### config.mk
export PLATFORM = sky130hd
export DESIGN_NAME = sram_port_arbiter
export DESIGN_NICKNAME = d
export VERILOG_FILES = /design/src/rtl/sram_port_arbiter.sv
export SDC_FILE = /design/constraint.sdc
export NUM_CORES = 1
export LEC_CHECK = 0
export ABC_AREA = 1
export CORE_AREA = 2 2 141 143
export CTS_BUF_LIST = sky130_fd_sc_hd__clkbuf_4 sky130_fd_sc_hd__clkbuf_8 sky130_fd_sc_hd__clkbuf_16
export CTS_CLUSTER_SIZE = 12
export DETAILED_ROUTE_END_ITERATION = 7
export DIE_AREA = 0 0 143 145
export DONT_BUFFER_PORTS = 1
export SKIP_CTS_REPAIR_TIMING = 1
export SLEW_MARGIN = 10
export SYNTH_ARGS = -nofsm -noshare
export SYNTH_HDL_FRONTEND = slang
export SYNTH_SLANG_ARGS = --single-unit
### constraint.sdc
create_clock -name clk_50mhz -period 9.4 [get_ports clk_50mhz]
set_clock_uncertainty 0.15 [all_clocks]
set_input_delay 1.88 -clock clk_50mhz [delete_from_list [all_inputs] [get_ports clk_50mhz]]
set_output_delay 1.88 -clock clk_50mhz [all_outputs]
set_load 0.02 [all_outputs]
### src/rtl/sram_port_arbiter.sv
// Round-robin arbiter serialising two masters onto one SRAM controller port.
// Ack is taken no earlier than ACK_HOLDOFF+1 edges after grant and the request aborts at TIMEOUT; a RELEASE cycle separates transactions.
module sram_port_arbiter #(
  parameter int ADDR_W      = 20,
  parameter int DATA_W      = 48,
  parameter int ACK_HOLDOFF = 2,
  parameter int TIMEOUT     = 255
) (
  input  logic              clk_50mhz,
  input  logic              rst,
  input  logic              m0_stb,
  input  logic              m0_we,
  input  logic [ADDR_W-1:0] m0_addr,
  input  logic [DATA_W-1:0] m0_din,
  output logic [DATA_W-1:0] m0_dout,
  output logic              m0_ack,
  output logic              m0_err,
  input  logic              m1_stb,
  input  logic              m1_we,
  input  logic [ADDR_W-1:0] m1_addr,
  input  logic [DATA_W-1:0] m1_din,
  output logic [DATA_W-1:0] m1_dout,
  output logic              m1_ack,
  output logic              m1_err,
  output logic              s_stb,
  output logic              s_we,
  output logic [ADDR_W-1:0] s_addr,
  output logic [DATA_W-1:0] s_din,
  input  logic [DATA_W-1:0] s_dout,
  input  logic              s_ack,
  output logic [1:0]        grant,
  output logic              busy
);

  typedef enum logic [1:0] {IDLE, BUSY, RELEASE} state_t;

  localparam logic [7:0] HOLDOFF_C = 8'(ACK_HOLDOFF);
  localparam logic [7:0] TIMEOUT_C = 8'(TIMEOUT);

  state_t     state, state_nxt;
  logic [7:0] cnt;
  logic       last;
  logic       take, pick, done_ack, done_err;

  always_ff @(posedge clk_50mhz or posedge rst) begin
    if (rst) state <= IDLE;
    else     state <= state_nxt;
  end

  // last==1 means master 1 owned the previous transaction, so master 0 wins a tie.
  always_comb begin
    state_nxt = state;
    take      = 1'b0;
    pick      = 1'b0;
    done_ack  = 1'b0;
    done_err  = 1'b0;
    case (state)
      IDLE: begin
        if (m0_stb || m1_stb) begin
          take      = 1'b1;
          pick      = m1_stb && (!m0_stb || !last);
          state_nxt = BUSY;
        end
      end
      BUSY: begin
        if (cnt >= HOLDOFF_C && s_ack) begin
          done_ack  = 1'b1;
          state_nxt = RELEASE;
        end else if (cnt == TIMEOUT_C) begin
          done_err  = 1'b1;
          state_nxt = RELEASE;
        end
      end
      RELEASE: state_nxt = IDLE;
      default: state_nxt = IDLE;
    endcase
  end

  assign busy = (state != IDLE);

  always_ff @(posedge clk_50mhz or posedge rst) begin
    if (rst) begin
      s_stb   <= 1'b0;
      s_we    <= 1'b0;
      s_addr  <= '0;
      s_din   <= '0;
      grant   <= 2'b00;
      last    <= 1'b1;
      cnt     <= 8'd0;
      m0_dout <= '0;
      m1_dout <= '0;
      m0_ack  <= 1'b0;
      m1_ack  <= 1'b0;
      m0_err  <= 1'b0;
      m1_err  <= 1'b0;
    end else begin
      m0_ack <= 1'b0;
      m1_ack <= 1'b0;
      m0_err <= 1'b0;
      m1_err <= 1'b0;
      if (take) begin
        s_stb  <= 1'b1;
        s_we   <= pick ? m1_we   : m0_we;
        s_addr <= pick ? m1_addr : m0_addr;
        s_din  <= pick ? m1_din  : m0_din;
        grant  <= pick ? 2'b10 : 2'b01;
        last   <= pick;
        cnt    <= 8'd0;
      end
      if (state == BUSY && cnt != 8'hFF) cnt <= cnt + 8'd1;
      // Completion data is captured for writes too; the controller defines s_dout then.
      if (done_ack) begin
        s_stb <= 1'b0;
        if (grant[1]) begin
          m1_ack  <= 1'b1;
          m1_dout <= s_dout;
        end else begin
          m0_ack  <= 1'b1;
          m0_dout <= s_dout;
        end
      end
      if (done_err) begin
        s_stb <= 1'b0;
        if (grant[1]) m1_err <= 1'b1;
        else          m0_err <= 1'b1;
      end
      if (state == RELEASE) grant <= 2'b00;
    end
  end

endmodule
# [Word level (Yosys, flattened, before mapping)]
# Index checks and enable logic that the tools add are counted.
[totals] ff_bits=183 output_inout_bits=173 elab_cells=68
[classes] add_sub_neg=1 n_lt_le_gt_ge=1 n_eq_ne=6 mux=30 bitwise=1 n_reduce_logical=15
[op_table] op="48-bit 2-to-1 mux" count=1
[op_table] op="20-bit 2-to-1 mux" count=1
[op_table] op="1-bit 2-to-1 mux" count=19
[op_table] op="8-bit 2-to-1 mux" count=2
[op_table] op="2-bit 2-to-1 mux" count=6
[op_table] op="8-bit by 1-bit adder with 8-bit output (second input constant)" count=1
[op_table] op="8-bit == test (second input constant)" count=1
[op_table] op="8-bit by 2-bit >= comparator with 1-bit output (second input constant)" count=1
[op_table] op="8-bit != test (second input constant)" count=1
[op_table] op="2-bit AND reduction" count=3
[op_table] op="2-bit nonzero test" count=3
[op_table] op="2-bit case mux with 2 select lines" count=1
[op_table] op="1-bit logical AND" count=3
[op_table] op="3-bit != test (second input constant)" count=1
[op_table] op="3-bit nonzero test" count=1
[op_table] op="2-bit by 1-bit == test with 1-bit output (second input constant)" count=1
[op_table] op="2-bit == test (second input constant)" count=1
[op_table] op="1-bit zero test" count=2
[op_table] op="2-bit zero test" count=1
[op_table] op="1-bit logical OR" count=2
[op_table] op="2-bit != test (second input constant)" count=1
[op_table] op="1-bit NOT" count=1

# [Depth between registers and ports, before layout]
# Gate-level depths: netlist of run 1.
[depth] ltp_word=8 mapped_depth=11

# [Least setup slack after synthesis of run 1]
# No wires, ideal clock.
[synth_path] kind="input to register" startpoint="in m1_stb" endpoint="reg s_din[16]" setup_time_ns=0.077 arrival_ns=2.741 path_slack_ns=6.432 path_stages=5 path_cell_list="buf_2 > buf_2 > clkbuf_1 > nand4_1 > a21oi_1"
[synth_via] elab_chain_cells=4 elab_cells_between_ends=7 cone_classes="mux: 5; reduce/logical: 2"
[synth_lines] item="start, declared" line="18" source="input logic m1_stb,"
[synth_lines] item="1-bit logical AND or 1-bit logical OR (tied branches)" line="61, 59"
[synth_lines] item="1-bit 2-to-1 mux" line="59" source="if (m0_stb || m1_stb) begin"
[synth_lines] item="1-bit 2-to-1 mux" line="57" source="case (state)"
[synth_lines] item="48-bit 2-to-1 mux" line="105" source="s_din <= pick ? m1_din : m0_din;"
[synth_lines] item="end signal, assigned" line="105"
[synth_lines] item="end, declared" line="28" source="output logic [DATA_W-1:0] s_din,"
# Parallel ways exist; a longest one is shown, timed or not.
# A chain may end at the register's enable or synchronous reset.

# [Final worst setup path of run 1]
[layout_path] startpoint="reg state[0]" endpoint="out busy"
[layout_via] elab_chain_cells=1
[layout_lines] item="start, declared" line="40" source="state_t state, state_nxt;"
[layout_lines] item="start signal, assigned" line="47" source="else state <= state_nxt;"
[layout_lines] item="2-bit nonzero test" line="79" source="assign busy = (state != IDLE);"
[layout_lines] item="end, declared" line="32" source="output logic busy"
# Every way passes these cells.

==> results of run 1 <==
## worst min-delay path, cell delays in order, from the launching register on
cell     delay [ns]
dfstp_2        0.39
nand2_1        0.06
nand2_1        0.04
## area by class of cell
class | instances | area [um2]
flip-flops and latches | 183 | 4580
inverters | 21 | 86.3
fillers | 1892 | 10400
repair buffers | 11 | 82.6
clock inverters | 15 | 200
well taps | 265 | 332
multi-input cells | 644 | 3110
clock buffers | 17 | 425
## where the power goes
part	internal [uW]	switching [uW]
logic	315	767
clock network	387	356
registers	1140	710
## per-layer routing
layer / track usage / wire length [um]
met1: 0.287 / 9460
met2: 0.384 / 12100
met3: 0.0759 / 2550
met4: 0.0609 / 377
met5: 0 / 0
## final timing paths
path / startpoint / end / slack (ns) / cells after the start
worst max-delay path: state[0]$_DFFE_PP0P_ / busy / 5.56 / 3
worst min-delay path: last$_DFFE_PP1P_ / last$_DFFE_PP1P_ / 0.33 / 2
worst max register to register: state[0]$_DFFE_PP0P_ / cnt[1]$_DFFE_PP0P_ / 6.17 / 11
worst min register to register: last$_DFFE_PP1P_ / last$_DFFE_PP1P_ / 0.33 / 2
max in group asynchronous: rst / m0_dout[37]$_DFFE_PP0P_ / 6.47 / 2
min in group asynchronous: rst / m1_dout[2]$_DFFE_PP0P_ / 1.24 / 1
## layout by cell type (no fill, tap or decap), types with 2 or more instances in the layout
cell,netlist,routed
clkinv_4,0,2
o21ai_1,100,100
dfrtp_1,182,181
nand4_1,115,115
buf_4,9,11
inv_2,5,5
ha_1,2,2
nand3_1,9,9
clkbuf_16,0,17
inv_8,0,5
inv_6,0,3
a21oi_1,39,39
nand4_2,2,2
nor2_4,2,3
inv_1,15,14
o21ai_0,12,12
nand2_1,275,273
clkinv_8,0,5
nand2_2,1,3
a31oi_1,51,51
nand3b_1,2,2
nor2_1,31,31
## cells by family after synthesis
logic type / after synthesis
compound gates: 202
buf+inv: 107
simple gates: 440
fa+ha+maj: 2
flops: 183
## sequential cells by signal (all words and copies together) (netlist names)
name / flops
grant: 2
m0_err: 1
state: 2
last: 1
m1_err: 1
s_stb: 1
m1_dout: 48
s_addr: 20
s_we: 1
m0_ack: 1
m0_dout: 48
m1_ack: 1
s_din: 48
cnt: 8
## per-stage QoR
stage	worst slack [ns]	area, um2	cells
6_report	5.56	8820	1156
5_1_grt	5.45	8820	1156
4_1_cts	5.53	8820	1156
3_5_place_dp	5.26	8190	1124
3_3_place_gp	5.27	8190	1124
2_1_floorplan	2.40	8180	934
==> results.json, run 1 <==
{
  "relSlewSlack": 0.297,
  "die_y_um": 145,
  "cp.arrival_ns": 1.81,
  "final_nets": 1071,
  "htree_levels": 4,
  "synth.most_common_cell": "nand2_1",
  "port_buffers": 0,
  "antenna_cells": 0,
  "ys.flop_type": "dfrtp_1",
  "io_pins": 364,
  "cts_made_buffers": 17,
  "clk_pin_slew_ns": 0.08,
  "power.density_mw_per_mm2": 417,
  "grt_pass1_wl_mm": 37.8,
  "core_area_mm2": 0.0192,
  "wl_per_cell_um": 21.2,
  "hold_path.class": "register to register",
  "crit_slowest_cell": "buf_4",
  "synth_fa_ha_area_frac": 0.00306,
  "cp_cell_sequence": "nor2_4, buf_4, inv_2",
  "gp_congestion": 0.839,
  "rsz0062_at_grt": "false",
  "grtUsageTotal": 0.231,
  "yosys.area_share.simple": 0.244,
  "ant_nets": 0,
  "synth_edf_count": 0,
  "grt_max_degree": 113,
  "yosysWarnings": 0,
  "cts_tree": "done",
  "startpoint_type": "register",
  "first_pass_iters": 5,
  "drt-initial-drc-count": 449,
  "synth.avg_cell_area_um2": 8.76,
  "ys_seq_area_frac": 0.560,
  "syn_to_final_growth_pct": 7.82,
  "clkLatencyLatePin_ns": 0.43,
  "synth_cell_type_count": 26,
  "yosys.area.top_type_share": 0.557,
  "drc": 0,
  "setup_violations": 0,
  "cts.sinks": 183,
  "crit_fanout": 71,
  "grt_pass1_vias": 6485,
  "crit_buf_inv": 2,
  "max_freq_mhz": 260,
  "synth_commonest_cells": "nand2_1 (275), dfrtp_1 (182), nand4_1 (115)",
  "synthMuxAreaShare": 0,
  "worstSetupPathType": "register to output pin",
  "total_power_uw": 3680,
  "drv_slew": 0,
  "tns_ns": 0,
  "synth-compound-area-share": 0.131,
  "cp_top_family": "buffers and inverters",
  "netlist_area_mm2": 0.00818,
  "maxCapViolCount": 0,
  "syn_nets": 1127,
  "cts_root_buf": "clkbuf_16",
  "hold_violations": 0,
  "routed_wl_mm": 24.5,
  "cts_buffer_depth": 2,
  "endpoint_kind": "output pin",
  "syn_inst": 934,
  "antenna_found_initial": 0,
  "drive_gt1_frac": 0.0673,
  "worstPathRequired_ns": 7.37,
  "post-dp-hpwl_mm": 15.8,
  "avgViaCountPerCell": 5.78,
  "die_area_mm2": 0.0207,
  "dieWidth_um": 143,
  "synth_area_leaders": "dfrtp_1 (56%), nand2_1 (13%), nand4_1 (8.8%)",
  "vias": 6679,
  "ir_drop_mv": 0.292,
  "rows": 51,
  "synth_top_family_by_area": "simple AND/OR/NAND/NOR gates",
  "synth_top_area_cell": "dfrtp_1",
  "p_leak_uw": 0.00411,
  "synthArstFlopShare": 1.00,
  "whs_ns": 0.333,
  "status": "complete, no violations",
  "ys_ff_latch": 183,
  "min_period_ns": 3.84,
  "grt_remaining_overflow": 0,
  "initial_core_util": 0.426,
  "yosys.area_share.xor_xnor": 0,
  "final_util": 0.459,
  "slowest_delay_ns": 0.56,
  "period_share": 0.408,
  "worst_pin_slew_ns": 1.05
}
Power figures use the tool's default switching activity.
==> run 2: changes to the inputs <==
- ABC_AREA: 1 -> 0
- CORE_AREA: 2 2 141 143 -> 2 2 140 142
- DIE_AREA: 0 0 143 145 -> 0 0 142 144
- clock period: 9.4 -> 4 ns (I/O delays scaled with it)
==> run 2 against run 1 <==
Compared with the run above: synthesized cell count shrank 30%; combinational power grew 89%; area after synthesis shrank 7.1%; utilization shrank 2.1 points; design area shrank 5.2%; count of clock-buffer cells in the layout grew 1; sequential share of layout area grew 2.8 points; critical endpoint is now m1_dout[36]$_DFFE_PP0P_; largest power group unchanged.
==> results.json, run 2 <==
{
  "status": "complete, no violations",
  "clkLatencyLatePin_ns": 0.42,
  "wl_per_cell_um": 21.2,
  "drv_slew": 0,
  "drt-initial-drc-count": 221,
  "busiest_layer": "met2",
  "syn_nets": 844,
  "yosys.area_share.simple": 0.0840,
  "grt_pass1_wl_mm": 27.3,
  "antenna_found_initial": 1,
  "rows": 51,
  "cts_made_buffers": 17,
  "yosysWarnings": 0,
  "max_freq_mhz": 383,
  "grt_pass1_vias": 4843,
  "p_seq_frac": 0.556,
  "crit_fanout": 33,
  "stdcell_count": 886,
  "grtUsageTotal": 0.176,
  "cts_tree": "done",
  "top_regs": "m0_dout x48, m1_dout x48, s_din x48",
  "antenna_cells": 0,
  "synth.most_common_cell": "dfrtp_1",
  "synth_top_family_by_area": "multiplexers",
  "port_buffers": 0,
  "gp_congestion": 0.836,
  "io_pins": 364,
  "setup_violations": 0,
  "synth_fa_ha_area_frac": 0.00329,
  "grt_use_met2": 0.308,
  "p_sw_uw": 3660,
  "startpoint_type": "register",
  "synth.avg_cell_area_um2": 11.7,
  "endpoint_kind": "register",
  "routed_wl_mm": 18.8,
  "yosys.area.top_type_share": 0.599,
  "worst-r2r-cell-count": 7,
  "cp.arrival_ns": 2.76,
  "switching_share": 0.446,
  "hold_path.class": "input pin to asynchronous set/reset pin",
  "pre_cts_slack_ns": 1.23,
  "p_comb_frac": 0.248,
  "rsz0062_at_grt": "false",
  "min_period_ns": 2.61,
  "power.density_mw_per_mm2": 983,
  "first_pass_iters": 6,
  "synth_top_area_cell": "dfrtp_1",
  "layout_commonest_cell": "dfrtp_1",
  "yosys.area_share.xor_xnor": 0.00115,
  "grt_max_degree": 71,
  "die_y_um": 144,
  "ant_nets": 0,
  "rr_startpoint": "cnt[0]$_DFFE_PP0P_",
  "worstPathRequired_ns": 4.15,
  "synth-compound-area-share": 0.103,
  "layout_common_cells": "dfrtp_1 (182), mux2_2 (86), nand2_1 (74)",
  "synth_cell_type_count": 43,
  "drive_gt1_frac": 0.221,
  "post-dp-hpwl_mm": 13.9,
  "p_leak_uw": 0.00369,
  "cts.sinks": 183,
  "cp_cell_sequence": "inv_1, ha_1, nor4_1, a21boi_2, nand3_2, buf_4, mux2_2",
  "die_area_mm2": 0.0204,
  "worst_pin_slew_ns": 0.951,
  "use_met3": 0.0659,
  "cts_buffer_depth": 2,
  "gr-usage-met1": 0.199,
  "syn_to_final_growth_pct": 9.99,
  "cts_root_buf": "clkbuf_16",
  "grt_remaining_overflow": 0,
  "worstSetupPathType": "register to register",
  "clk_pin_slew_ns": 0.08,
  "hold_violations": 0,
  "synth_commonest_cells": "dfrtp_1 (182), mux2_2 (86), nand2_1 (74)",
  "ys_seq_area_frac": 0.603,
  "synthMuxAreaShare": 0.172,
  "vias": 4849,
  "core_area_mm2": 0.0191,
  "avgViaCountPerCell": 5.47,
  "initial_core_util": 0.398,
  "syn_inst": 651,
  "numPlacedInstances": 855,
  "netlist_area_mm2": 0.00760,
  "setup_ws_ns": 1.39,
  "intPower_uw": 4560,
  "final_util": 0.438,
  "synthArstFlopShare": 1.00,
  "reg2reg_slack_ns": 1.39,
  "dieWidth_um": 142,
  "period_share": 0.652,
  "ys_ff_latch": 183,
  "crit_slowest_cell": "buf_4",
  "ir_drop_mv": 0.468,
  "relSlewSlack": 0.366,
  "synth_edf_count": 0,
  "synth_area_leaders": "dfrtp_1 (60%), mux2_2 (13%), o21ai_0 (4.4%)",
  "tns_ns": 0,
  "r2r-end": "m1_dout[36]$_DFFE_PP0P_",
  "maxCapViolCount": 0,
  "htree_levels": 4,
  "drc": 0,
  "ys.flop_type": "dfrtp_1",
  "slowest_delay_ns": 0.48,
  "clkPwrFrac": 0.196,
  "final_nets": 829
}
[run 2: per-layer routing]
| metal | wire, um | vias to the layer above |
|---|---|---|
| li1 | - | 2203 |
| met1 | 6930 | 2361 |
| met2 | 9670 | 265 |
| met3 | 1830 | 18 |
| met4 | 329 | 2 |
| met5 | 12 | - |
[run 2: worst max-delay path: cells and delay by family (launching register included)]
| kind | cells | cell delay, ns |
|---|---|---|
| adder cells (fa/ha/maj) | 1 | 0.19 |
| AND/OR/NAND/NOR | 2 | 0.64 |
| multiplexers | 1 | 0.39 |
| flip-flops | 1 | 0.40 |
| AO/OA/AOI/OAI | 1 | 0.17 |
| buffers and inverters | 2 | 0.54 |
[run 2: metrics by stage]
step                total power [uW]  hold WS (ns)  cell area (um2)
finish                          8220         0.241             8360
global route                    8740         0.284             8360
CTS                             8330         0.252             8350
detailed placement              6700         0.367             7780
global placement                6540         0.354             7780
floorplan                       6060         0.339             7600
[run 2: kinds of logic after synthesis]
logic type | Yosys count
mux | 115
buf+inv | 50
fa+ha+maj | 2
compound gates | 146
simple gates | 154
flops | 183
xor+xnor | 1
[run 2: layout make-up]
cell class                 count  area, um2
clock buffer                  18        433
multi-input combinational    418       2780
sequential                   183       4580
inverter                       9       37.5
fill                        1751      10700
clock inverter                13        138
timing repair buffer           7       90.1
tap                          238        298
[run 2: worst max-delay path by stage]
stage	from	end	slack [ns]	cells after the start
2_1_floorplan	rst	cnt[0]$_DFFE_PP0P_	0.70	1
3_3_place_gp	s_ack	m1_dout[6]$_DFFE_PP0P_	1.32	4
3_5_place_dp	s_ack	m0_dout[1]$_DFFE_PP0P_	1.23	3
6_report	cnt[0]$_DFFE_PP0P_	m1_dout[36]$_DFFE_PP0P_	1.39	7
5_1_grt	cnt[0]$_DFFE_PP0P_	m1_dout[9]$_DFFE_PP0P_	1.20	7
4_1_cts	cnt[0]$_DFFE_PP0P_	m0_dout[43]$_DFFE_PP0P_	1.26	6
[run 2: power by group through the flow]
stage	clock, uW	sequential (uW)	combinational [uW]
detailed placement	0	4630	2070
CTS	1660	4600	2070
finish	1610	4570	2040
global placement	0	4600	1940
floorplan	0	4300	1750
global route	1750	4680	2310
==> run 3: changes to the inputs <==
- clock period: 4 -> 2.5 ns (I/O delays scaled with it)
==> run 3 against run 2 <==
Compared with the run above: sequential cell count did not move; die area unchanged; via count grew 0.56%; global-route usage shrank 0.28 points; worst setup slack got worse by 1.0 ns; combinational power rose by 64%; power is 61% higher; clock power increased by 59%; non-clock buffer count grew 3; critical path type is now register to output pin; largest power group unchanged.
==> results.json, run 3 (synthesis results as in run 2) <==
{
  "endpoint_kind": "output pin",
  "hold_path.class": "input pin to register",
  "clk_pin_slew_ns": 0.07,
  "worstPathRequired_ns": 1.85,
  "drt-initial-drc-count": 230,
  "setup_violations": 0,
  "antenna_cells": 0,
  "initial_core_util": 0.398,
  "setup_ws_ns": 0.353,
  "min_period_ns": 2.15,
  "post-dp-hpwl_mm": 13.6,
  "crit_slowest_cell": "dfrtp_1",
  "switching_share": 0.442,
  "endpoint": "busy",
  "gp_congestion": 0.826,
  "routed_wl_mm": 18.5,
  "antenna_found_initial": 1,
  "status": "complete, no violations",
  "rows": 51,
  "cp_top_family": "flip-flops",
  "grtUsageTotal": 0.173,
  "p_leak_uw": 0.00371,
  "cts_root_buf": "clkbuf_16",
  "wl_per_cell_um": 20.9,
  "whs_ns": 0.0771,
  "drv_slew": 0,
  "relSlewSlack": 0.273,
  "pre_cts_slack_ns": 0.389,
  "cp.arrival_ns": 1.50,
  "numPlacedInstances": 857,
  "stdcell_count": 889,
  "final_nets": 832,
  "rr_startpoint": "cnt[0]$_DFFE_PP0P_",
  "crit_path_start": "state[0]$_DFFE_PP0P_",
  "core_area_mm2": 0.0191,
  "cts_made_buffers": 17,
  "htree_levels": 4,
  "clkPwrFrac": 0.193,
  "top_regs": "m0_dout x48, m1_dout x48, s_din x48",
  "grt_pass1_vias": 4834,
  "cts_buffer_depth": 2,
  "layout_common_cells": "dfrtp_1 (182), mux2_2 (86), nand2_1 (74)",
  "slowest_delay_ns": 0.49,
  "grt_max_degree": 120,
  "cp_cell_sequence": "nor2_1, inv_1",
  "maxCapViolCount": 0,
  "rsz0062_at_grt": "false",
  "tns_ns": 0,
  "worst-r2r-cell-count": 7,
  "crit_fanout": 8,
  "period_share": 0.859,
  "power.density_mw_per_mm2": 1570,
  "ant_nets": 0,
  "cts.sinks": 183,
  "drive_gt1_frac": 0.223,
  "startpoint_type": "register",
  "crit_buf_inv": 1,
  "clkLatencyLatePin_ns": 0.42,
  "die_y_um": 144,
  "vias": 4876,
  "drc": 0,
  "dieWidth_um": 142,
  "cts_tree": "done",
  "hold_violations": 0,
  "worst_pin_slew_ns": 1.09,
  "ir_drop_mv": 0.577,
  "max_freq_mhz": 466,
  "port_buffers": 0,
  "r2r-end": "m1_dout[43]$_DFFE_PP0P_",
  "worstSetupPathType": "register to output pin",
  "cp.depth": 2,
  "avgViaCountPerCell": 5.48,
  "p_sw_uw": 5850,
  "intPower_uw": 7380,
  "grt_pass1_wl_mm": 27.0,
  "io_pins": 364,
  "grt_remaining_overflow": 0,
  "total_power_uw": 13200,
  "p_comb_frac": 0.253,
  "die_area_mm2": 0.0204,
  "first_pass_iters": 5,
  "reg2reg_slack_ns": 0.37,
  "layout_commonest_cell": "dfrtp_1",
  "syn_to_final_growth_pct": 11.0,
  "p_seq_frac": 0.554
}
## run 3: power groups by stage
| stage | clock [uW] | combinational [uW] | sequential (uW) |
|---|---|---|---|
| floorplan | 0 | 2810 | 6880 |
| detailed placement | 0 | 3380 | 7420 |
| global route | 2780 | 3770 | 7500 |
| global placement | 0 | 3170 | 7370 |
| finish | 2560 | 3350 | 7330 |
| CTS | 2650 | 3400 | 7360 |
## run 3: area by class of cell
cell class	instances	area [um2]
Fill cell	1718	10600
Sequential cell	183	4580
Multi-Input combinational cell	418	2780
Inverter	9	37.5
Clock inverter	13	129
Timing Repair Buffer	10	178
Tap cell	238	298
Clock buffer	18	439
## run 3: layer usage
| layer | vias up | track usage | routed length (um) | part of all wire |
|---|---|---|---|---|
| li1 | 2206 | - | - | - |
| met1 | 2370 | 0.192 | 6740 | 0.36 |
| met2 | 280 | 0.306 | 9540 | 0.51 |
| met3 | 18 | 0.0626 | 1900 | 0.10 |
| met4 | 2 | 0.0658 | 354 | 0.019 |
| met5 | - | 0 | 12 | 0.00065 |
## run 3: worst min path at each step
| stage | slack (ns) | cells after the start | end | startpoint |
|---|---|---|---|---|
| finish | 0.08 | 1 | m0_dout[29]$_DFFE_PP0P_ | s_dout[29] |
| global route | 0.05 | 1 | m0_dout[29]$_DFFE_PP0P_ | s_dout[29] |
| CTS | -0.07 | 2 | s_din[13]$_DFFE_PP0P_ | rst |
| detailed placement | 0.36 | 1 | last$_DFFE_PP1P_ | last$_DFFE_PP1P_ |
| global placement | 0.36 | 1 | last$_DFFE_PP1P_ | last$_DFFE_PP1P_ |
| floorplan | 0.34 | 1 | cnt[5]$_DFFE_PP0P_ | cnt[5]$_DFFE_PP0P_ |
## run 3: stage by stage
stage                     area [um2]  utilization
after floorplan                 7600            -
after global placement          7860        0.412
after detailed placement        7860        0.412
after CTS                       8430        0.442
after global routing            8440        0.442
final                           8440        0.442
